[config.mk]
export PLATFORM = sky130hd
export DESIGN_NAME = ptp_ts_queue
export DESIGN_NICKNAME = d
export VERILOG_FILES = /design/src/rtl/ptp_tsu_pkg.sv /design/src/rtl/ptp_ts_fifo.sv /design/src/rtl/ptp_ts_queue.sv
export SDC_FILE = /design/constraint.sdc
export NUM_CORES = 2
export LEC_CHECK = 0
export BUFFER_PORTS_ARGS = -buffer_cell sky130_fd_sc_hd__buf_2
export CORE_MARGIN = 1
export CORE_UTILIZATION = 33
export CTS_CLUSTER_DIAMETER = 150
export DETAILED_ROUTE_END_ITERATION = 6
export PLACE_DENSITY_LB_ADDON = 0.25
export SLEW_MARGIN = 20
export SYNTH_ARGS = -nofsm -noshare
export SYNTH_HDL_FRONTEND = slang
export SYNTH_SLANG_ARGS = --single-unit
[constraint.sdc]
create_clock -name clk -period 78.5 [get_ports clk]
set_clock_uncertainty 0.05 [all_clocks]
set_input_delay 3.925 -clock clk [delete_from_list [all_inputs] [get_ports clk]]
set_output_delay 3.925 -clock clk [all_outputs]
set_load 0.1 [all_outputs]
[src/rtl/ptp_tsu_pkg.sv]
`default_nettype none
// ============================================================================
// Module   : ptp_tsu_pkg
// Brief    : Shared types and field widths for the TSU timestamp queue.
// Revision : 1.0 - initial release
// ============================================================================
package ptp_tsu_pkg;

    typedef enum logic [1:0] {
        IDLE  = 2'd0,
        PARSE = 2'd1,
        GRACE = 2'd2
    } state_t;

    localparam int SEC_W   = 48;
    localparam int NS_W    = 32;
    localparam int INFOR_W = 32;
    localparam int ENTRY_W = SEC_W + NS_W + INFOR_W;

    // Queue entries are stored {sec, ns, infor}, msb first.
    function automatic logic [ENTRY_W-1:0] pack_entry(
        input logic [SEC_W-1:0]   sec,
        input logic [NS_W-1:0]    ns,
        input logic [INFOR_W-1:0] infor
    );
        return {sec, ns, infor};
    endfunction

endpackage
`default_nettype wire

[src/rtl/ptp_ts_fifo.sv]
`default_nettype none
// ============================================================================
// Module   : ptp_ts_fifo
// Brief    : Synchronous first-word-fall-through FIFO holding timestamp
//            entries; head word is always presented on dout.
// Revision : 1.0 - initial release
// ============================================================================
module ptp_ts_fifo
    import ptp_tsu_pkg::*;
#(
    parameter int AW = 4,
    parameter int W  = ENTRY_W
) (
    input  logic          clk,
    input  logic          rst,
    input  logic          push,
    input  logic          pop,
    input  logic          clear,
    input  logic [W-1:0]  din,
    output logic [W-1:0]  dout,
    output logic          full,
    output logic          empty,
    output logic [AW:0]   cnt
);

    localparam int c_DEPTH = 2**AW;

    logic [W-1:0]  r_mem [c_DEPTH];
    logic [AW-1:0] r_wr_ptr;
    logic [AW-1:0] r_rd_ptr;
    logic [AW:0]   r_cnt;
    logic          w_pop;
    logic          w_push;

    // A pop only counts when something is held; a push into a full queue is
    // only accepted when the head leaves in the same cycle.
    assign w_pop  = pop && !empty;
    assign w_push = push && (!full || w_pop);

    assign full  = (r_cnt == (AW+1)'(c_DEPTH));
    assign empty = (r_cnt == '0);
    assign cnt   = r_cnt;
    assign dout  = r_mem[r_rd_ptr];

    // Storage, pointers and occupancy; clear overrides any push or pop.
    always_ff @(posedge clk or posedge rst) begin
        if (rst) begin
            r_wr_ptr <= '0;
            r_rd_ptr <= '0;
            r_cnt    <= '0;
            for (int i = 0; i < c_DEPTH; i++) begin
                r_mem[i] <= '0;
            end
        end else if (clear) begin
            r_wr_ptr <= '0;
            r_rd_ptr <= '0;
            r_cnt    <= '0;
        end else begin
            if (w_push) begin
                r_mem[r_wr_ptr] <= din;
                r_wr_ptr        <= r_wr_ptr + 1'b1;
            end
            if (w_pop) begin
                r_rd_ptr <= r_rd_ptr + 1'b1;
            end
            if (w_push && !w_pop) begin
                r_cnt <= r_cnt + 1'b1;
            end else if (!w_push && w_pop) begin
                r_cnt <= r_cnt - 1'b1;
            end
        end
    end

endmodule
`default_nettype wire

[src/rtl/ptp_ts_queue.sv]
`default_nettype none
// ============================================================================
// Module   : ptp_ts_queue
// Brief    : Latches RTC time at every frame SOP, waits for the parser's PTP
//            verdict and queues {sec, ns, infor} for the host to drain.
// Revision : 1.0 - initial release
// ============================================================================
module ptp_ts_queue
    import ptp_tsu_pkg::*;
#(
    parameter int AW        = 4,
    parameter int EOP_GRACE = 2
) (
    input  logic                clk,
    input  logic                rst,
    input  logic                int_valid,
    input  logic                int_sop,
    input  logic                int_eop,
    input  logic                ptp_found,
    input  logic [INFOR_W-1:0]  ptp_infor,
    input  logic [SEC_W-1:0]    rtc_sec,
    input  logic [NS_W-1:0]     rtc_ns,
    input  logic                q_rd,
    input  logic                q_clear,
    output logic                q_valid,
    output logic [SEC_W-1:0]    q_sec,
    output logic [NS_W-1:0]     q_ns,
    output logic [INFOR_W-1:0]  q_infor,
    output logic [AW:0]         q_cnt,
    output logic                q_ovf
);

    localparam int c_GW = (EOP_GRACE > 1) ? $clog2(EOP_GRACE) : 1;

    state_t              r_state;
    logic [c_GW-1:0]     r_gcnt;
    logic [SEC_W-1:0]    r_ts_sec;
    logic [NS_W-1:0]     r_ts_ns;
    logic                r_ovf;
    logic                w_sop;
    logic                w_eop;
    logic                w_found_ok;
    logic                w_full;
    logic                w_empty;
    logic [ENTRY_W-1:0]  w_head;

    assign w_sop = int_valid && int_sop;
    assign w_eop = int_valid && int_eop;

    // During an SOP beat the parser still shows the previous frame's verdict,
    // so a verdict is only taken while waiting and outside SOP beats.
    assign w_found_ok = ptp_found && !w_sop &&
                        ((r_state == PARSE) || (r_state == GRACE));

    // Capture RTC time at every frame start, regardless of state.
    always_ff @(posedge clk or posedge rst) begin
        if (rst) begin
            r_ts_sec <= '0;
            r_ts_ns  <= '0;
        end else if (w_sop) begin
            r_ts_sec <= rtc_sec;
            r_ts_ns  <= rtc_ns;
        end
    end

    // Frame tracking: wait for the verdict, allowing a short window past EOP.
    always_ff @(posedge clk or posedge rst) begin
        if (rst) begin
            r_state <= IDLE;
            r_gcnt  <= '0;
        end else begin
            case (r_state)
                IDLE: begin
                    if (w_sop) r_state <= PARSE;
                end
                PARSE: begin
                    if (w_sop) begin
                        r_state <= PARSE;
                    end else if (ptp_found) begin
                        r_state <= IDLE;
                    end else if (w_eop) begin
                        r_state <= GRACE;
                        r_gcnt  <= '0;
                    end
                end
                GRACE: begin
                    if (w_sop) begin
                        r_state <= PARSE;
                    end else if (ptp_found) begin
                        r_state <= IDLE;
                    end else if (r_gcnt == c_GW'(EOP_GRACE - 1)) begin
                        r_state <= IDLE;
                    end else begin
                        r_gcnt <= r_gcnt + 1'b1;
                    end
                end
                default: r_state <= IDLE;
            endcase
        end
    end

    // Sticky overflow: a push met a full queue with no pop to make room.
    always_ff @(posedge clk or posedge rst) begin
        if (rst) begin
            r_ovf <= 1'b0;
        end else if (q_clear) begin
            r_ovf <= 1'b0;
        end else if (w_found_ok && w_full && !q_rd) begin
            r_ovf <= 1'b1;
        end
    end

    ptp_ts_fifo #(
        .AW (AW),
        .W  (ENTRY_W)
    ) u_fifo (
        .clk   (clk),
        .rst   (rst),
        .push  (w_found_ok),
        .pop   (q_rd),
        .clear (q_clear),
        .din   (pack_entry(r_ts_sec, r_ts_ns, ptp_infor)),
        .dout  (w_head),
        .full  (w_full),
        .empty (w_empty),
        .cnt   (q_cnt)
    );

    assign q_valid                 = !w_empty;
    assign {q_sec, q_ns, q_infor}  = w_head;
    assign q_ovf                   = r_ovf;

endmodule
`default_nettype wire
==> summary.md <==
| Metric | Value |
|---|---|
| Status | completed |
| Number of gates resized after CTS | 0 |
| Initial drt markers | 3059 |
| Synth Area in Compound Gates | 0.209% |
| FFs w/ async S/R, synth | 100% |
| Port Buffers | 238 |
| RSZ-0062 raised after global routing | no |
| Worst path slowest cell | buf_4 |
| Cells along the critical path | buf_4 > buf_4 > buf_4 > buf_4 > mux4_2 > mux4_2 > buf_2 |
| Routed Antenna Nets | 0 |
| Core ar. | 263000 um2 |
| VDD IR max | 36.2 uV |
| Via/cell ratio | 5.10 |
| Fin Hold WS | 431 ps |
| Post-synthesis register bit count | 1889 |
| Worst path most repeated cell | buf_4 |
| R2R cell count | 7 |
| Minimum clock period | 10430 ps |
| Total global-route track usage | 17.6% |
| Initial antenna violation count | 25 |
| Count of different cell masters after synthesis | 45 |
| Hold path cells | 1 |
| Hold Fails Final Rpt | 0 |
| Peak Freq | 95.8 MHz |
| Leakage power | 45.7 nW |
| Sink Count | 1889 |
| Drt total wl | 232000 um |
| Grt ovf | 0 |
| Startpoint Class | flip-flop |
| Adder-cell area share of the yosys netlist | 0.209% |
| CTS root buffer | clkbuf_16 |
| Placer Congestion | 0.708 |
| Worst slew pin tran | 1120 ps |
| Starting density of the core | 33.3% |
| Seq/Total Area, Yosys | 54.0% |
| Fraction of the mapped netlist area in simple logic gates | 1.49% |
| FP Rows | 188 |
| Leading cell types by count after synthesis | 1889 x dfrtp_1, 837 x mux2_2, 800 x mux2_4, 560 x mux4_2, 247 x nand2_1 |
| Chip width | 517 um |
| Kind of critical path | reg -> out |
| Worst min path class | reg -> reg |
| Routed via count | 45200 |
| Worst setup margin | 68070 ps |
| Mean post-synth cell area | 17.3 um2 |
| Total CTS buffers | 215 |
| Most frequent cell after synthesis | dfrtp_1 |
| Top delay family on crit path | buffers and inverters |
| Number of flops mapped to enable cells by yosys | 0 |
| Power Density | 29.0 nW/um2 |
| CP required | 74530 ps |
| Largest family of logic cells by synthesized area | multiplexers |
| Post-synth top flop | dfrtp_1 |
| Min-delay src | u_fifo.r_mem[374] |
| Die H | 517 um |
| Synth top area share | 54.0% |
| Pre-CTS setup slack | 68650 ps |
| CP endpoint kind | output pin |
| Number of I/O pins | 239 |
| Htree depth | 4 |
| Crit path buffers/inverters | 5 |
| Fin nets | 5290 |
| Ys Warns | 0 |
| Worst EP arrival | 6460 ps |
| Drt pass-1 iters | 5 |
| Slowest stage delay, CP | 820 ps |
| Wire per inst | 26.3 um |
| Layout cell share with drive strength beyond 1 | 54.7% |
| CTS max path bufs | 4 |
| Worst R2R End | u_fifo.r_mem[1363] |
| Final setup violation count | 0 |
| Die area | 267000 um2 |
| Largest net degree at the start of global routing | 165 |
| Post-Synth XOR/XNOR Area | 0.0500% |
| R2R setup slack | 74020 ps |
| Hold Path Sink | u_fifo.r_mem[374] |
| Tcrit/Tclk final | 13.3% |
| Final HPWL DP | 123000 um |
| DRC errors left | 0 |
| Clock Latency Late Sink | 880 ps |
| Fin Setup TNS | 0 ps |
| FF-to-FF Start | u_fifo.cnt[0] |
| Syn-to-layout area delta | 12.8% |
| Post-Synthesis Cells | 5055 |
| Synth area leaders | dfrtp_1 54%, mux4_2 14%, mux2_4 14% |
| Slew Limit Fails | 0 |
| Post-synthesis mux area share | 41.0% |
| Post-CTS Setup Bufs | 0 |
| Max-cap violations | 0 |
| CTS tree | built |
| Post-Syn Nets | 5189 |
| Number of global-route vias before repair | 49600 |
| Cell taking the most area after synthesis | dfrtp_1 |
| Worst-path clk slew | 60 ps |
| First-pass GRT wire length | 350000 um |
| Mapped Area | 87600 um2 |
| Slew HR | 25.1% |
| Hold Buf Count CTS | 0 |
| Max FO, Critical Path | 43 |
cell type report:
cell class              instances  area (um2)
diodes                          9        22.5
multi-input cells            2703       37700
inverters                       9        41.3
well taps                    3515        4400
clock inverters                69         791
clock buffers                 320        6450
fillers                     24500      164000
repair buffers                338        2130
flip-flops and latches       1889       47300
through the flow:
stage	total power [mW]	utilization, %	cells	cell area [um2]
3_3_place_gp	1.86	34.8	8453	91500
5_1_grt	2.99	37.6	8848	98800
4_1_cts	2.91	37.5	8842	98700
2_1_floorplan	1.70	-	5055	87600
3_5_place_dp	1.87	34.8	8453	91500
6_report	2.86	37.6	8852	98800
cells in the final DEF (no fill, tap or decap), types with 40 or more instances in the layout:
cell	Yosys	routed
buf_2	71	238
buf_4	1	81
clkbuf_1	223	40
clkbuf_16	0	217
clkbuf_8	0	63
clkinv_2	0	41
dfrtp_1	1889	1885
mux2_1	160	160
mux2_2	837	837
mux2_4	800	800
mux4_2	560	560
nand2_1	247	246
worst reg2reg max path, stage by stage (launching register included):
cell and delay, ps:
dfrtp_1 450, or4_1 350, o2111ai_4 150, buf_4 310, nor3_2 970, buf_12 610
buf_4 830, mux2_2 600
power by group:
part / total [mW] / internal (mW) / switching [mW] / leakage [nW]
registers: 1.09 / 1.03 / 0.0596 / 26.0
clock network: 1.03 / 0.609 / 0.416 / 3.59
logic: 0.744 / 0.227 / 0.517 / 16.1
worst max-delay path by stage:
stage | startpoint | slack (ps) | end | depth (start not counted)
floorplan | rst | 21180 | q_ovf | 1
global placement | u_fifo.r_rd_ptr[0] | 68710 | q_ns[7] | 7
detailed placement | u_fifo.r_rd_ptr[0] | 68650 | q_ns[7] | 7
CTS | u_fifo.r_rd_ptr[0] | 67650 | q_ns[7] | 7
global route | u_fifo.r_rd_ptr[0] | 67400 | q_ns[7] | 7
finish | u_fifo.r_rd_ptr[0] | 68070 | q_ns[7] | 7
metal layers:
| layer | vias up | track usage (%) | wire length, um |
|---|---|---|---|
| met5 | - | 0 | 72 |
| met4 | 14 | 5.09 | 6850 |
| met3 | 338 | 3.00 | 9690 |
| met2 | 877 | 28.2 | 111000 |
| met1 | 25000 | 24.4 | 105000 |
| li1 | 18900 | - | - |
registers in the layout (all words and copies together) (netlist names):
signal / cells
u_fifo.cnt: 5
q_ovf: 1
r_state: 2
r_ts_sec: 48
u_fifo.r_wr_ptr: 4
u_fifo.r_mem: 1792
r_gcnt: 1
u_fifo.r_rd_ptr: 4
r_ts_ns: 32
kinds of logic (layout without fill, tap and decap cells):
group,count (synthesis),in the layout
AO/OA/AOI/OAI,24,24
XOR/XNOR,5,5
adder cells (fa/ha/maj),14,14
buffers and inverters,463,736
flip-flops,1889,1889
multiplexers,2360,2360
other,0,9
AND/OR/NAND/NOR,300,300
(Power assumes the default switching activity.)
